<file path="src/rtl/ctrl_mc_fsm.sv">
// Multi-cycle control unit: accepts one instruction via valid/ready and walks it
// through DECODE, EXEC, MEM and WB, driving datapath controls one state at a time.
module ctrl_mc_fsm #(
  parameter int OPW         = 5,
  parameter int AOPW        = 5,
  parameter int MEM_TIMEOUT = 15
) (
  input  logic            clk,
  input  logic            rst_n,
  // instr_valid/instr_ready: an instruction is taken on a rising edge where both
  // are high; instr_ready is high only in IDLE, so acceptance is never back-to-back.
  input  logic            instr_valid,
  output logic            instr_ready,
  input  logic [1:0]      bc,
  input  logic            ct,
  input  logic [OPW-1:0]  opcode,
  input  logic            zero,
  input  logic            mem_ready,
  input  logic            clear_err,
  output logic            reg_write,
  output logic            mem_read,
  output logic            mem_write,
  output logic            mem_reg,
  output logic            alu_src,
  output logic            sel_ex,
  output logic            branch,
  output logic            jump,
  output logic [1:0]      pc_nxt,
  output logic            pc_write,
  output logic [AOPW-1:0] alu_op,
  output logic            busy,
  output logic            illegal,
  output logic            timeout,
  output logic [2:0]      dbg_state
);

  typedef enum logic [2:0] {
    S_IDLE   = 3'd0,
    S_DECODE = 3'd1,
    S_EXEC   = 3'd2,
    S_MEM    = 3'd3,
    S_WB     = 3'd4,
    S_TRAP   = 3'd5
  } state_t;

  localparam int CW = $clog2(MEM_TIMEOUT + 1);

  state_t         state_q, state_d;
  logic [1:0]     bc_q, bc_d;
  logic           ct_q, ct_d;
  logic [OPW-1:0] op_q, op_d;
  logic [CW-1:0]  cnt_q, cnt_d;
  logic           illegal_q, illegal_d;
  logic           timeout_q, timeout_d;
  logic           trap_first_q, trap_first_d;

  logic           op_legal;
  logic           is_load;
  logic [4:0]     alu_tbl;
  logic [4:0]     alu_sel;

  always_ff @(posedge clk or negedge rst_n) begin
    if (!rst_n) begin
      state_q      <= S_IDLE;
      bc_q         <= '0;
      ct_q         <= 1'b0;
      op_q         <= '0;
      cnt_q        <= '0;
      illegal_q    <= 1'b0;
      timeout_q    <= 1'b0;
      trap_first_q <= 1'b0;
    end else begin
      state_q      <= state_d;
      bc_q         <= bc_d;
      ct_q         <= ct_d;
      op_q         <= op_d;
      cnt_q        <= cnt_d;
      illegal_q    <= illegal_d;
      timeout_q    <= timeout_d;
      trap_first_q <= trap_first_d;
    end
  end

  // ALU-class opcode to alu_op map; only meaningful for legal ALU opcodes.
  always_comb begin
    alu_tbl = 5'd0;
    if      (op_q <= OPW'(1))  alu_tbl = 5'd1;
    else if (op_q == OPW'(2))  alu_tbl = 5'd2;
    else if (op_q <= OPW'(4))  alu_tbl = 5'd3;
    else if (op_q <= OPW'(6))  alu_tbl = 5'd4;
    else if (op_q == OPW'(7))  alu_tbl = 5'd5;
    else if (op_q == OPW'(8))  alu_tbl = 5'd6;
    else if (op_q <= OPW'(12)) alu_tbl = op_q[4:0] - 5'd1;
    else                       alu_tbl = op_q[4:0] - 5'd2;
  end

  always_comb begin
    op_legal = 1'b0;
    case (bc_q)
      2'b00:   op_legal = (op_q != OPW'(13)) && (op_q <= OPW'(18));
      2'b01:   op_legal = (op_q <= OPW'(1));
      default: op_legal = (op_q == '0);
    endcase
  end

  assign is_load = (bc_q == 2'b01) && !op_q[0];

  always_comb begin
    state_d      = state_q;
    bc_d         = bc_q;
    ct_d         = ct_q;
    op_d         = op_q;
    cnt_d        = cnt_q;
    illegal_d    = illegal_q;
    timeout_d    = timeout_q;
    trap_first_d = 1'b0;
    instr_ready  = 1'b0;
    reg_write    = 1'b0;
    mem_read     = 1'b0;
    mem_write    = 1'b0;
    mem_reg      = 1'b0;
    alu_src      = 1'b0;
    sel_ex       = 1'b0;
    branch       = 1'b0;
    jump         = 1'b0;
    pc_nxt       = 2'b00;
    pc_write     = 1'b0;
    alu_sel      = 5'd0;

    case (state_q)
      S_IDLE: begin
        instr_ready = 1'b1;
        if (instr_valid) begin
          bc_d    = bc;
          ct_d    = ct;
          op_d    = opcode;
          state_d = S_DECODE;
        end
      end
      S_DECODE: begin
        if (op_legal) begin
          state_d = S_EXEC;
        end else begin
          illegal_d    = 1'b1;
          trap_first_d = 1'b1;
          state_d      = S_TRAP;
        end
      end
      S_EXEC: begin
        case (bc_q)
          2'b00: begin
            alu_sel = alu_tbl;
            alu_src = ct_q;
            sel_ex  = ct_q;
            state_d = S_WB;
          end
          2'b01: begin
            alu_sel = 5'd1;
            alu_src = 1'b1;
            sel_ex  = 1'b1;
            cnt_d   = '0;
            state_d = S_MEM;
          end
          2'b10: begin
            alu_sel  = 5'd2;
            branch   = 1'b1;
            pc_write = 1'b1;
            pc_nxt   = zero ? 2'b01 : 2'b00;
            state_d  = S_IDLE;
          end
          default: begin
            jump     = 1'b1;
            pc_write = 1'b1;
            pc_nxt   = 2'b10;
            state_d  = S_IDLE;
          end
        endcase
      end
      S_MEM: begin
        // mem_ready wins over an expiring counter in the same cycle.
        if (mem_ready) begin
          mem_read  = is_load;
          mem_write = !is_load;
          if (is_load) begin
            state_d = S_WB;
          end else begin
            pc_write = 1'b1;
            state_d  = S_IDLE;
          end
        end else if (cnt_q == CW'(MEM_TIMEOUT)) begin
          timeout_d    = 1'b1;
          trap_first_d = 1'b1;
          state_d      = S_TRAP;
        end else begin
          mem_read  = is_load;
          mem_write = !is_load;
          cnt_d     = cnt_q + 1'b1;
        end
      end
      S_WB: begin
        reg_write = 1'b1;
        mem_reg   = is_load;
        pc_write  = 1'b1;
        state_d   = S_IDLE;
      end
      S_TRAP: begin
        if (trap_first_q) begin
          pc_write = 1'b1;
          pc_nxt   = 2'b11;
        end
        if (clear_err) begin
          illegal_d = 1'b0;
          timeout_d = 1'b0;
          state_d   = S_IDLE;
        end
      end
      default: state_d = S_IDLE;
    endcase
  end

  assign alu_op    = AOPW'(alu_sel);
  assign busy      = (state_q != S_IDLE);
  assign illegal   = illegal_q;
  assign timeout   = timeout_q;
  assign dbg_state = state_q;

endmodule
</file>
<file path="config.mk">
export PLATFORM = sky130hd
export DESIGN_NAME = ctrl_mc_fsm
export DESIGN_NICKNAME = d
export VERILOG_FILES = /design/src/rtl/ctrl_mc_fsm.sv
export SDC_FILE = /design/constraint.sdc
export NUM_CORES = 1
export LEC_CHECK = 0
export BUFFER_PORTS_ARGS = -buffer_cell sky130_fd_sc_hd__buf_2
export CORE_MARGIN = 4
export CORE_UTILIZATION = 53
export CTS_BUF_LIST = sky130_fd_sc_hd__clkbuf_16
export DETAILED_ROUTE_END_ITERATION = 8
export PLACE_DENSITY = 0.8
export RECOVER_POWER = 100
export SLEW_MARGIN = 20
export SYNTH_ARGS = -nofsm -noshare
export SYNTH_HDL_FRONTEND = slang
export SYNTH_SLANG_ARGS = --single-unit
</file>
<file path="constraint.sdc">
create_clock -name clk -period 2.98 [get_ports clk]
set_clock_uncertainty 0.15 [all_clocks]
set_input_delay 0.596 -clock clk [delete_from_list [all_inputs] [get_ports clk]]
set_output_delay 0.596 -clock clk [all_outputs]
set_load 0.1 [all_outputs]
</file>
# [Word level (Yosys, flattened, before mapping)]
# Cells that the tools add are included.
[totals] register_bits=18 latch_bits=0 ramBits=0 romBits=0 inputBits=14 out_inout_bits=23 word_cells=110 memories=0
[op_classes] add_sub_neg=3 multipliers=0 div_mod_pow=0 n_lt_le_gt_ge=5 n_eq_ne=20 shift=0 mux=56 bitwise=0 n_reduce_logical=18
[ops] operator="$mux W5" n=8
[ops] operator="$mux W1" n=26
[ops] operator="$mux W3" n=6
[ops] operator="$pmux W3 S5" n=1
[ops] operator="$pmux W5 S3" n=1
[ops] operator="$ne A2 B2 Y1 const B" n=7
[ops] operator="$mux W4" n=3
[ops] operator="$le A5 B3 Y1 const B" n=2
[ops] operator="$pmux W1 S2" n=5
[ops] operator="$pmux W2 S2" n=2
[ops] operator="$pmux W4 S2" n=1
[ops] operator="$reduce_and A4 Y1" n=2
[ops] operator="$eq A3 B2 Y1 const B" n=2
[ops] operator="$eq A3 B3 Y1 const B" n=2
[ops] operator="$pmux W3 S2" n=1
[ops] operator="$reduce_and A3 Y1" n=2
[ops] operator="$reduce_bool A2 Y1" n=3
[ops] operator="$eq A5 B2 Y1 const B" n=1
[ops] operator="$eq A5 B3 Y1 const B" n=1
[ops] operator="$eq A5 B4 Y1 const B" n=1
[ops] operator="$le A5 B1 Y1 const B" n=1
[ops] operator="$le A5 B4 Y1 const B" n=1
[ops] operator="$le A5 B5 Y1 const B" n=1
[ops] operator="$logic_not A5 Y1" n=1
[ops] operator="19 further kinds" n=21

# [Depth between registers and ports, before layout]
[logic_depth] ltp_word=10 mapped_depth=7 mapped_depth_nobuf=6

# [Worst setup path after synthesis]
# Ideal clock, no wire load.
[synth_path] kind="register to output" start="reg state_q[1], in the netlist dbg_state[1]" end="out pc_nxt[0]" arrival_ns=4.604 required_ns=2.234 path_slack_ns=-2.370 path_stages_with_launch=4 n_path_buf=0 cell_sequence="dfrtp_1 > or3b_4 > nor3_1 > a32o_1"
[synth_via] elab_chain_len=2 word_cells_on_any_way=3 cone_classes="2 x eq/ne; 1 x mux"
[synth_lines] item="start: declaration" line="48" text="state_t state_q, state_d;"
[synth_lines] item="start signal: assignment" line="73" text="state_q <= state_d;"
[synth_lines] item="$eq A3 B3 Y1 / $eq A3 B2 Y1 (equally long branches)" line="130" text="case (state_q)"
[synth_lines] item="$pmux W2 S2 (*)" line="130"
[synth_lines] item="end: declaration" line="28" text="output logic [1:0] pc_nxt,"
# Every way passes the cells marked *; elsewhere a longest branch is shown, timed or not.

# [Worst setup path after layout]
[layout_path] start="reg op_q[0]" end="out alu_op[4]"
[layout_via] elab_chain_len=10 word_cells_on_any_way=18 cone_classes="2 x add/sub; 4 x order compare; 3 x eq/ne; 9 x mux"
[layout_lines] item="start: declaration" line="51" text="logic [OPW-1:0] op_q, op_d;"
[layout_lines] item="start signal: assignment" line="76" text="op_q <= op_d;"
[layout_lines] item="$sub A5 B2 Y5, or another cell as far along" line="94" text="else alu_tbl = op_q[4:0] - 5'd2;"
[layout_lines] item="$mux W5" line="93" text="else if (op_q <= OPW'(12)) alu_tbl = op_q[4:0] - 5'd1;"
[layout_lines] item="$mux W5" line="92" text="else if (op_q == OPW'(8)) alu_tbl = 5'd6;"
[layout_lines] item="$mux W5" line="91" text="else if (op_q == OPW'(7)) alu_tbl = 5'd5;"
[layout_lines] item="$mux W5" line="90" text="else if (op_q <= OPW'(6)) alu_tbl = 5'd4;"
[layout_lines] item="$mux W5" line="89" text="else if (op_q <= OPW'(4)) alu_tbl = 5'd3;"
[layout_lines] item="$mux W5" line="88" text="else if (op_q == OPW'(2)) alu_tbl = 5'd2;"
[layout_lines] item="$mux W5 (*)" line="87" text="if (op_q <= OPW'(1)) alu_tbl = 5'd1;"
[layout_lines] item="$pmux W5 S3 (*)" line="150" text="case (bc_q)"
[layout_lines] item="$mux W5 (*)" line="130"
[layout_lines] item="end: declaration" line="30" text="output logic [AOPW-1:0] alu_op,"
# Marked as above.

==> impl_metrics.toml <==
[logic_synthesis]
syn_area_um2 = 1530
async_flop_share_pct = 100
top_ff_cell_synth = "sky130_fd_sc_hd__dfrtp_1"
synth_fp_nets = 215
syn-mean-instance-area_um2 = 8.03
yosysSeqAreaShare_pct = 29.5
postSynthRegisterBits = 18
ys.warnings.count = 0
synth.cells.most_frequent = "sky130_fd_sc_hd__nand2_1 (19), sky130_fd_sc_hd__dfrtp_1 (18), sky130_fd_sc_hd__nor2_1 (16), sky130_fd_sc_hd__o21ai_0 (15), sky130_fd_sc_hd__inv_1 (14)"
synth_top_cells_by_area = "sky130_fd_sc_hd__dfrtp_1 (30%), sky130_fd_sc_hd__ha_1 (9.0%), sky130_fd_sc_hd__o21ai_0 (4.9%)"
synth_top_area_share_pct = 29.5
synth_top_cell_by_area = "sky130_fd_sc_hd__dfrtp_1"
syn_inst = 190
synth.most_common_cell = "sky130_fd_sc_hd__nand2_1"
netlist-cell-type-count = 52
synth-edff-count = 0

[finish]
area_growth_pct = 37.0
fillerInstances = 210
layout-drive-gt1-share_pct = 32.8
final_util_pct = 75.9
count_of_antenna_diodes_in_the_layout = 0
net_count_final = 258

[clock_tree]
numCtsBuffers = 3
tritoncts_clock_tree = "yes"
worst_skew_pair.late_latency_ps = 250
clk_path_buf_depth = 2
tritoncts_num_sinks = 18
cts.hold.buffers_added = 0
htree_levels = 1
clock_pin_slew_reported_for_the_worst_setup_and_hold_paths_after_clock_tree_synthesis_ps = 50
clock_tree.root_cell = "sky130_fd_sc_hd__clkbuf_16"

[floorplanning]
design.portCount = 37
area_of_the_die_um2 = 3800
std_cell_rows = 19
floorplan.die.height_um = 61.7
core_region_area_um2 = 2760
die_width_um = 61.7
initial_utilization_pct = 55.4

[drt]
highest-signal-layer = "met4"
routed_via_density = 6.09
number_of_drc_violations_after_detailed_routing_iteration_0 = 143
drt-total-wl_um = 4150
wl_met2_um = 1910
routed-via-count = 1601
drt.antenna.violating_nets = 0
drt-pass1-iter-count = 4
wl_met1_um = 1900
route.met3.wl_um = 273
route.detailed.wl_per_inst_um = 15.8
drc_errors = 0

[timing]
finalCritPeriodShare_pct = 98.5
final_max_slew_viol_count = 0
setup-violations-final = 0
worst_relative_slew_slack_pct = 21.9
worstMarginPinSlew_ps = 1180
hold_viol_final = 0
fin_crit_ps = 2930
hold_worst_slack_ps = 308
rsz_0062_raised_after_global_routing = "true"
max_freq_mhz = 341

[placement]
post-dp-hpwl_um = 3260
port_buffers = 36
globalplace.congestion = 0.879

[status]
status = "completed"

[setup_path]
endpoint_kind = "output port"
required_ps = 2230
worst_r2r_path_depth = 5
worst-r2r-setup-slack_ps = 580
setup.worst_path.start_class = "register"
ws_path_type = "register to output port"
data_arrival_time_at_the_worst_slack_endpoint_ps = 2190
crit_fanout = 6

[global_routing]
grt_antenna_before_repair = 0
globalRouteOverflowTotal = 0
gr-usage-all-layers_pct = 24.8
grt_start_max_net_pins = 22
grt_pass1_vias = 1506
first_pass_grt_wire_length_um = 6970

[run]
maxCapViolCount = 0

[worst_hold_path]
worstHoldPathType = "primary input to async pin"
[critical path: stages, from the launching register on]
cell and delay, ps:
sky130_fd_sc_hd__dfrtp_1 380, sky130_fd_sc_hd__inv_1 120, sky130_fd_sc_hd__ha_2 240, sky130_fd_sc_hd__o31a_1 320, sky130_fd_sc_hd__or3b_4 440, sky130_fd_sc_hd__nor4_4 210, sky130_fd_sc_hd__buf_12 220
[cell families after synthesis]
kind of cell	share of synthesized area, %
and+or+nand+nor	27.6
buffers and inverters	6.48
adders and majority gates	9.02
DFF	29.5
muxes	2.87
AOI/OAI and AO/OA	22.8
xor gates and xnor gates	1.72
[per-layer routing]
metal	up-vias	GRT usage, %
met5	-	0
met4	0	8.18
met3	7	2.31
met2	64	38.9
met1	768	35.8
li1	762	-
[final cells by class]
cell class / count / area [um^2] / share of cell area [%]
multi-input combinational: 147 / 1100 / 52.8
sequential: 18 / 460 / 22.0
timing repair buffer: 49 / 354 / 16.9
clock buffer: 3 / 75.1 / 3.59
inverter: 14 / 56.3 / 2.69
tap: 31 / 38.8 / 1.85
clock inverter: 1 / 3.75 / 0.179
[placed cells by master, fill, tap and decap left out, drive strengths merged, types with 2 or more instances in the layout]
cell,count
ha,11
a21boi,3
o2111ai,2
nand2b,6
clkbuf,22
nand3,6
o211ai,2
or3b,3
o21ba,2
xnor2,2
buf,30
nand2,19
a21oi,10
o21ai,15
nor3b,2
nor2b,7
nor3,5
nand4,3
nor2,16
dfrtp,18
inv,13
and3,3
a31oi,3
mux2,3
[per-stage QoR]
stage	setup TNS (ps)	worst slack [ps]	cell area (um^2)	std cells
2_1_floorplan	-1410	-391	1660	190
3_3_place_gp	0	162	2020	257
3_5_place_dp	0	58.6	2020	257
4_1_cts	0	19.5	2110	263
5_1_grt	-52.1	-32.0	2090	263
6_report	0	45.9	2090	263
[worst paths after layout]
path | start | endpoint
max in group asynchronous | rst_n | dbg_state[2]
max | op_q[0] | alu_op[4]
min | rst_n | cnt_q[1]
min in group clk | illegal | illegal
max reg2reg | dbg_state[2] | bc_q[0]
min reg2reg | illegal | illegal
[sequential cells by signal, summed over array words and instances (netlist names)]
name          count
timeout           1
trap_first_q      1
illegal           1
bc_q              2
op_q              5
ct_q              1
cnt_q             4
dbg_state         3
[timing repair]
item / in CTS / in global routing
buffers inserted: 2 / 0
hold endpoints to repair: 0 / 0
setup endpoints to repair: 5 / 3
resized for setup: 5 / 3
pin swaps: 0 / 2
Power is left out: the tool's default activity adds up to more than one toggle a clock period on the data nets, which glitch-free logic cannot reach.
